File: config.mk
export PLATFORM = sky130hd
export DESIGN_NAME = hilo_mac_unit
export DESIGN_NICKNAME = d
export VERILOG_FILES = /design/src/rtl/hilo_mac_unit.sv
export SDC_FILE = /design/constraint.sdc
export NUM_CORES = 1
export LEC_CHECK = 0
export ABC_AREA = 1
export ABC_CLOCK_PERIOD_IN_PS = 6000
export CORE_AREA = 2 2 216 218
export DETAILED_ROUTE_END_ITERATION = 10
export DIE_AREA = 0 0 218 220
export PLACE_DENSITY_LB_ADDON = 0.25
export SYNTH_ARGS = -nofsm -noshare
export SYNTH_HDL_FRONTEND = slang
export SYNTH_SLANG_ARGS = --single-unit
File: constraint.sdc
create_clock -name Clk -period 6 [get_ports Clk]
set_input_delay 0.9 -clock Clk [delete_from_list [all_inputs] [get_ports Clk]]
set_output_delay 0.9 -clock Clk [all_outputs]
set_load 0.01 [all_outputs]
File: src/rtl/hilo_mac_unit.sv
// hilo_mac_unit: HI/LO multiply-accumulate unit for mult/multu/madd/msub.
// Owns the architectural HI and LO registers and serves mthi/mtlo writes.
// Multiplication is iterative shift-add: 32 MUL cycles, then an ACC cycle.
// Optional build macro HILO_FAST_MUL_EN replaces the iterative multiplier
// with a combinational 32x32 product, so IDLE goes straight to ACC.
module hilo_mac_unit (
  input  logic        Clk,
  input  logic        Rst,
  input  logic        Start,
  input  logic [1:0]  Op,
  input  logic        Signed,
  input  logic [31:0] A,
  input  logic [31:0] B,
  input  logic        WriteHi,
  input  logic        WriteLo,
  input  logic [31:0] Din,
  output logic [31:0] Hi,
  output logic [31:0] Lo,
  output logic        Busy,
  output logic        Done
);

  typedef enum logic [1:0] {
    IDLE = 2'b00,
    MUL  = 2'b01,
    ACC  = 2'b10
  } state_t;

  localparam logic [1:0] OP_MULT = 2'b00;
  localparam logic [1:0] OP_MADD = 2'b01;
  localparam logic [1:0] OP_MSUB = 2'b10;
  localparam logic [1:0] OP_RSVD = 2'b11;

  state_t      state_q;
  logic [31:0] hi_q;
  logic [31:0] lo_q;
  logic        busy_q;
  logic        done_q;
  logic [31:0] mcand_q;
  logic [31:0] mplier_q;
  logic [63:0] prod_q;
  logic [4:0]  count_q;
  logic        sign_q;
  logic [1:0]  op_q;

  logic [31:0] magA_d;
  logic [31:0] magB_d;
  logic        sign_d;
  logic [32:0] upperSum_d;
  logic [63:0] prodStep_d;
  logic [63:0] magnitude_d;
  logic [63:0] signedProd_d;
  logic [63:0] accResult_d;

  // Operand magnitudes and result sign, taken straight from the read ports
  // so they can be latched on the Start edge. |-2^31| = 2^31 still fits.
  always_comb begin
    magA_d = (Signed && A[31]) ? (32'd0 - A) : A;
    magB_d = (Signed && B[31]) ? (32'd0 - B) : B;
    sign_d = (A[31] ^ B[31]) & Signed;
  end

  // One shift-add step: conditionally add the multiplicand into the upper
  // 33 bits of the partial product, then shift the whole thing right by one.
  always_comb begin
    upperSum_d = {1'b0, prod_q[63:32]} + (mplier_q[0] ? {1'b0, mcand_q} : 33'd0);
    prodStep_d = {upperSum_d, prod_q[31:1]};
  end

  // Unsigned product magnitude: the iterated partial product, or a direct
  // multiply of the latched magnitudes in the fast build.
  always_comb begin
`ifdef HILO_FAST_MUL_EN
    magnitude_d = {32'd0, mcand_q} * {32'd0, mplier_q};
`else
    magnitude_d = prod_q;
`endif
  end

  // Apply the sign and fold the product into HI/LO according to the op.
  always_comb begin
    signedProd_d = sign_q ? (64'd0 - magnitude_d) : magnitude_d;
    case (op_q)
      OP_MULT: accResult_d = signedProd_d;
      OP_MADD: accResult_d = {hi_q, lo_q} + signedProd_d;
      OP_MSUB: accResult_d = {hi_q, lo_q} - signedProd_d;
      default: accResult_d = {hi_q, lo_q};
    endcase
  end

  // Control FSM plus all architectural and datapath registers.
  always_ff @(posedge Clk or posedge Rst) begin
    if (Rst) begin
      state_q  <= IDLE;
      hi_q     <= 32'd0;
      lo_q     <= 32'd0;
      busy_q   <= 1'b0;
      done_q   <= 1'b0;
      mcand_q  <= 32'd0;
      mplier_q <= 32'd0;
      prod_q   <= 64'd0;
      count_q  <= 5'd0;
      sign_q   <= 1'b0;
      op_q     <= OP_MULT;
    end else begin
      done_q <= 1'b0;
      case (state_q)
        IDLE: begin
          if (Start && (Op != OP_RSVD)) begin
            mcand_q  <= magA_d;
            mplier_q <= magB_d;
            sign_q   <= sign_d;
            op_q     <= Op;
            prod_q   <= 64'd0;
            count_q  <= 5'd0;
            busy_q   <= 1'b1;
`ifdef HILO_FAST_MUL_EN
            state_q  <= ACC;
`else
            state_q  <= MUL;
`endif
          end else if (!Start) begin
            if (WriteHi) hi_q <= Din;
            if (WriteLo) lo_q <= Din;
          end
        end
        MUL: begin
          prod_q   <= prodStep_d;
          mplier_q <= {1'b0, mplier_q[31:1]};
          count_q  <= count_q + 5'd1;
          if (count_q == 5'd31) state_q <= ACC;
        end
        ACC: begin
          hi_q    <= accResult_d[63:32];
          lo_q    <= accResult_d[31:0];
          done_q  <= 1'b1;
          busy_q  <= 1'b0;
          state_q <= IDLE;
        end
        default: begin
          busy_q  <= 1'b0;
          state_q <= IDLE;
        end
      endcase
    end
  end

  assign Hi   = hi_q;
  assign Lo   = lo_q;
  assign Busy = busy_q;
  assign Done = done_q;

endmodule

==> results.cfg <==
[placed_design]
total_placed_instance_area_mm2 = 0.0226
gp_congestion = 1.03
post-dp-hpwl_um = 59700
io_buffer_count = 169

[critical_path]
path_buf_inv = 2
r2r-start = sign_q
crit_path_top_delay_cell = sky130_fd_sc_hd__dfrtp_4
worstSetupPathDepth = 25
worst_setup_path_endpoint = Hi[18]
cell_with_the_most_instances_on_the_worst_path = sky130_fd_sc_hd__nand2_1
cp-start-kind = flip-flop
worst_ep_arrival_time_ps = 6040
slowest_delay_ps = 600
r2r_cells = 25
reg2reg_slack_ps = 450
critical-path-top-delay-family = compound AO/OA/AOI/OAI gates
critical_path.endpoint_type = flip-flop
cp.required_ps = 6490
timing.setup.critical_path_class = reg2reg
worst-path-max-fanout = 21
r2r_end = Hi[18]
worst_setup_path_startpoint = sign_q

[grt]
grt.met1_usage_pct = 42.3
grt_first_pass_wirelength_um = 115000
met2_usage_pct = 48.4
groute.usage.overall_pct = 30.6
grt_start_max_net_pins = 150
busiest_layer = met2
globalRoute.totalOverflow = 0
gr-usage-met3_pct = 3.45
grt_antenna_before_repair = 1
grt_pass1_vias = 20800

[die]
initial_core_util_pct = 44.2
die_y_um = 220
core-area_mm2 = 0.0459
fp-row-count = 79
total_i_o_pin_count = 170
die_x_um = 218
design.die.area_mm2 = 0.0480

[clock_network]
cts.clk_slew.worst_paths_ps = 60
clock_path_buffers = 3
clk_root_buffer_cell = sky130_fd_sc_hd__clkbuf_16
cts_post_setup_buffers_inserted = 0
htreeDepth = 1
tritoncts = built
cts_inserted_buffers = 27
clk-insertion-delay-late_ps = 610
clock_sinks = 204

[sta]
setup_viol_count_final = 0
min_period_ps = 5550
finalClockSkew_ps = 18.8
final.setup.tns_ps = 0
clock.fmax_mhz = 180
worst_slew_pin_slew_ps = 923
timing.slew.headroom_pct = 38.5
timing_max_transition_violations_final = 0
holdWs_ps = 484
layout_worst_path_cycle_share_pct = 92.5
setup_repair_after_global_routing_missed_its_margin = false
final-hold-violation-count = 0

[outcome]
run_status = finished, final reports clean

[job]
maxCapViolCount = 0

[logic_synthesis]
synth_edf_count = 0
syn_inst = 3148
synth.yosys.warnings = 0
yosys_register_bits = 204
seq_area_frac_synth_pct = 25.2
avgSynthCellArea_um2 = 6.44
synth.cell_area_mm2 = 0.0203
async_flop_share_pct = 100
synth_top_flop_cell = sky130_fd_sc_hd__dfrtp_1
mappedNetlistNets = 3357
netlist-cell-type-count = 62

[route]
drcViolationCount = 0
route.vias.total = 22100
drt-total-wl_um = 74800
detailedRoute.firstIterationViolations = 2129
wire_length_per_cell_um = 19.2
route.detailed.vias_per_inst = 5.67
detail-route-antenna-nets = 0
detailedRoute.firstPassIterationCount = 6

[layout]
n_fill_cell = 4689
final_core_utilization_pct = 51.3
drive_above_1_share_pct = 5.64
layout.nets = 3484
diodes = 0
flow.area_growth_from_synthesis_pct = 16.0
final_design_area_no_fill_mm2 = 0.0235

[hold_path]
hold_class = reg2reg
-- per-stage QoR --
stage               cells  setup slack, ps
detailed placement   3853             37.0
CTS                  3902              266
global placement     3853              103
floorplan            3148             1750
finish               3902              452
global route         3902             22.6
-- worst register-to-register path, cell delays in order, from the launching register on --
cell and delay, ps:
sky130_fd_sc_hd__dfrtp_4 600, sky130_fd_sc_hd__buf_6 260, sky130_fd_sc_hd__o21ai_0 220, sky130_fd_sc_hd__nor2_1 150, sky130_fd_sc_hd__nand2_1 100, sky130_fd_sc_hd__nor2_1 270, sky130_fd_sc_hd__nand3_2 200, sky130_fd_sc_hd__nor2_2 190
sky130_fd_sc_hd__nand2_2 130, sky130_fd_sc_hd__nor2_8 180, sky130_fd_sc_hd__nand2_1 120, sky130_fd_sc_hd__o21ai_1 230, sky130_fd_sc_hd__o21a_1 170, sky130_fd_sc_hd__xor2_1 280, sky130_fd_sc_hd__ha_1 360, sky130_fd_sc_hd__a21oi_1 230
sky130_fd_sc_hd__inv_1 70, sky130_fd_sc_hd__a31oi_1 240, sky130_fd_sc_hd__o21ai_0 190, sky130_fd_sc_hd__a211oi_1 250, sky130_fd_sc_hd__nand2_1 220, sky130_fd_sc_hd__a21oi_1 170, sky130_fd_sc_hd__o21ai_1 140, sky130_fd_sc_hd__o211ai_1 200
sky130_fd_sc_hd__nand3_1 120, sky130_fd_sc_hd__o21a_1 140
-- cell usage after synthesis, drive strengths merged (4+ instances only) --
cell type	count	area share [%]
a211oi	5	0.19
xor2	109	4.7
a21oi	217	5.4
ha	103	6.4
inv	413	7.6
buf	19	0.51
o21ai	204	5.2
o221ai	6	0.26
o31ai	9	0.36
or2	16	0.49
clkbuf	76	1.4
o21bai	24	0.89
nand3b	4	0.15
o21a	19	0.70
xnor2	42	1.8
nand2	798	15
a2bb2oi	31	1.3
a21o	6	0.22
o22a	4	0.17
nor2	376	7.6
a21boi	18	0.67
o211ai	55	2.0
nor3b	4	0.15
o22ai	53	1.6
and3	4	0.12
o311ai	11	0.47
nand3	176	4.5
dfrtp	204	25
nor4	16	0.49
nor3	46	1.4
a31oi	20	0.62
nand4	43	1.3
-- final cells by class --
cell class                 count  area [um2]  area share, %
inverter                     414        1560           6.62
timing repair buffer         193        1890           8.03
clock inverter                17         196          0.835
clock buffer                  32         724           3.08
sequential                   204        5110           21.7
multi-input combinational   2435       13300           56.5
tap                          607         759           3.23
-- repair_timing --
item | in CTS | in global routing
endpoints found under the setup margin | 1 | 6
gates resized for setup | 1 | 9
pin swaps | 0 | 0
hold endpoints to repair | 0 | 0
hold buffers | 0 | 0
-- how the worst min path moves through the flow --
| stage | start | endpoint | slack [ps] | cells after the start |
|---|---|---|---|---|
| 3_5_place_dp | mplier_q[26] | mplier_q[25] | 470 | 2 |
| 2_1_floorplan | mcand_q[30] | mcand_q[30] | 450 | 2 |
| 6_report | mcand_q[5] | mcand_q[5] | 480 | 2 |
| 5_1_grt | mplier_q[24] | mplier_q[23] | 510 | 2 |
| 4_1_cts | count_q[3] | count_q[3] | 480 | 1 |
| 3_3_place_gp | mcand_q[30] | mcand_q[30] | 460 | 2 |
-- cells by family after synthesis --
logic type / after synthesis / share of synthesized area (%)
AND/OR/NAND/NOR: 1484 / 31.4
AO/OA/AOI/OAI: 694 / 20.7
buffers and inverters: 509 / 9.57
flip-flops: 204 / 25.2
XOR/XNOR: 152 / 6.63
adder cells (fa/ha/maj): 105 / 6.55
-- per-layer routing --
| layer | part of all wire [%] | up-vias |
|---|---|---|
| met2 | 44 | 945 |
| met3 | 7.8 | 153 |
| met4 | 4.5 | 2 |
| met5 | 0.017 | - |
| met1 | 44 | 10300 |
| li1 | - | 10700 |
-- flip-flops by register name, summed over array words and instances (netlist names) --
signal       cells
magnitude_d     64
Hi              32
Lo              32
mcand_q         32
mplier_q        32
count_q          5
op_q             2
state_q          2
Busy             1
Done             1
sign_q           1
-- cells in the final DEF, fill, tap and decap left out, types with 55 or more instances in the layout --
cell type / instances
sky130_fd_sc_hd__a21oi_1: 214
sky130_fd_sc_hd__clkdlybuf4s50_1: 169
sky130_fd_sc_hd__dfrtp_1: 203
sky130_fd_sc_hd__ha_1: 101
sky130_fd_sc_hd__inv_1: 398
sky130_fd_sc_hd__nand2_1: 768
sky130_fd_sc_hd__nand3_1: 170
sky130_fd_sc_hd__nor2_1: 350
sky130_fd_sc_hd__o211ai_1: 55
sky130_fd_sc_hd__o21ai_0: 189
sky130_fd_sc_hd__xor2_1: 109
Power is left out: the tool's default activity adds up to more than one toggle a clock period on the data nets, which glitch-free logic cannot reach.
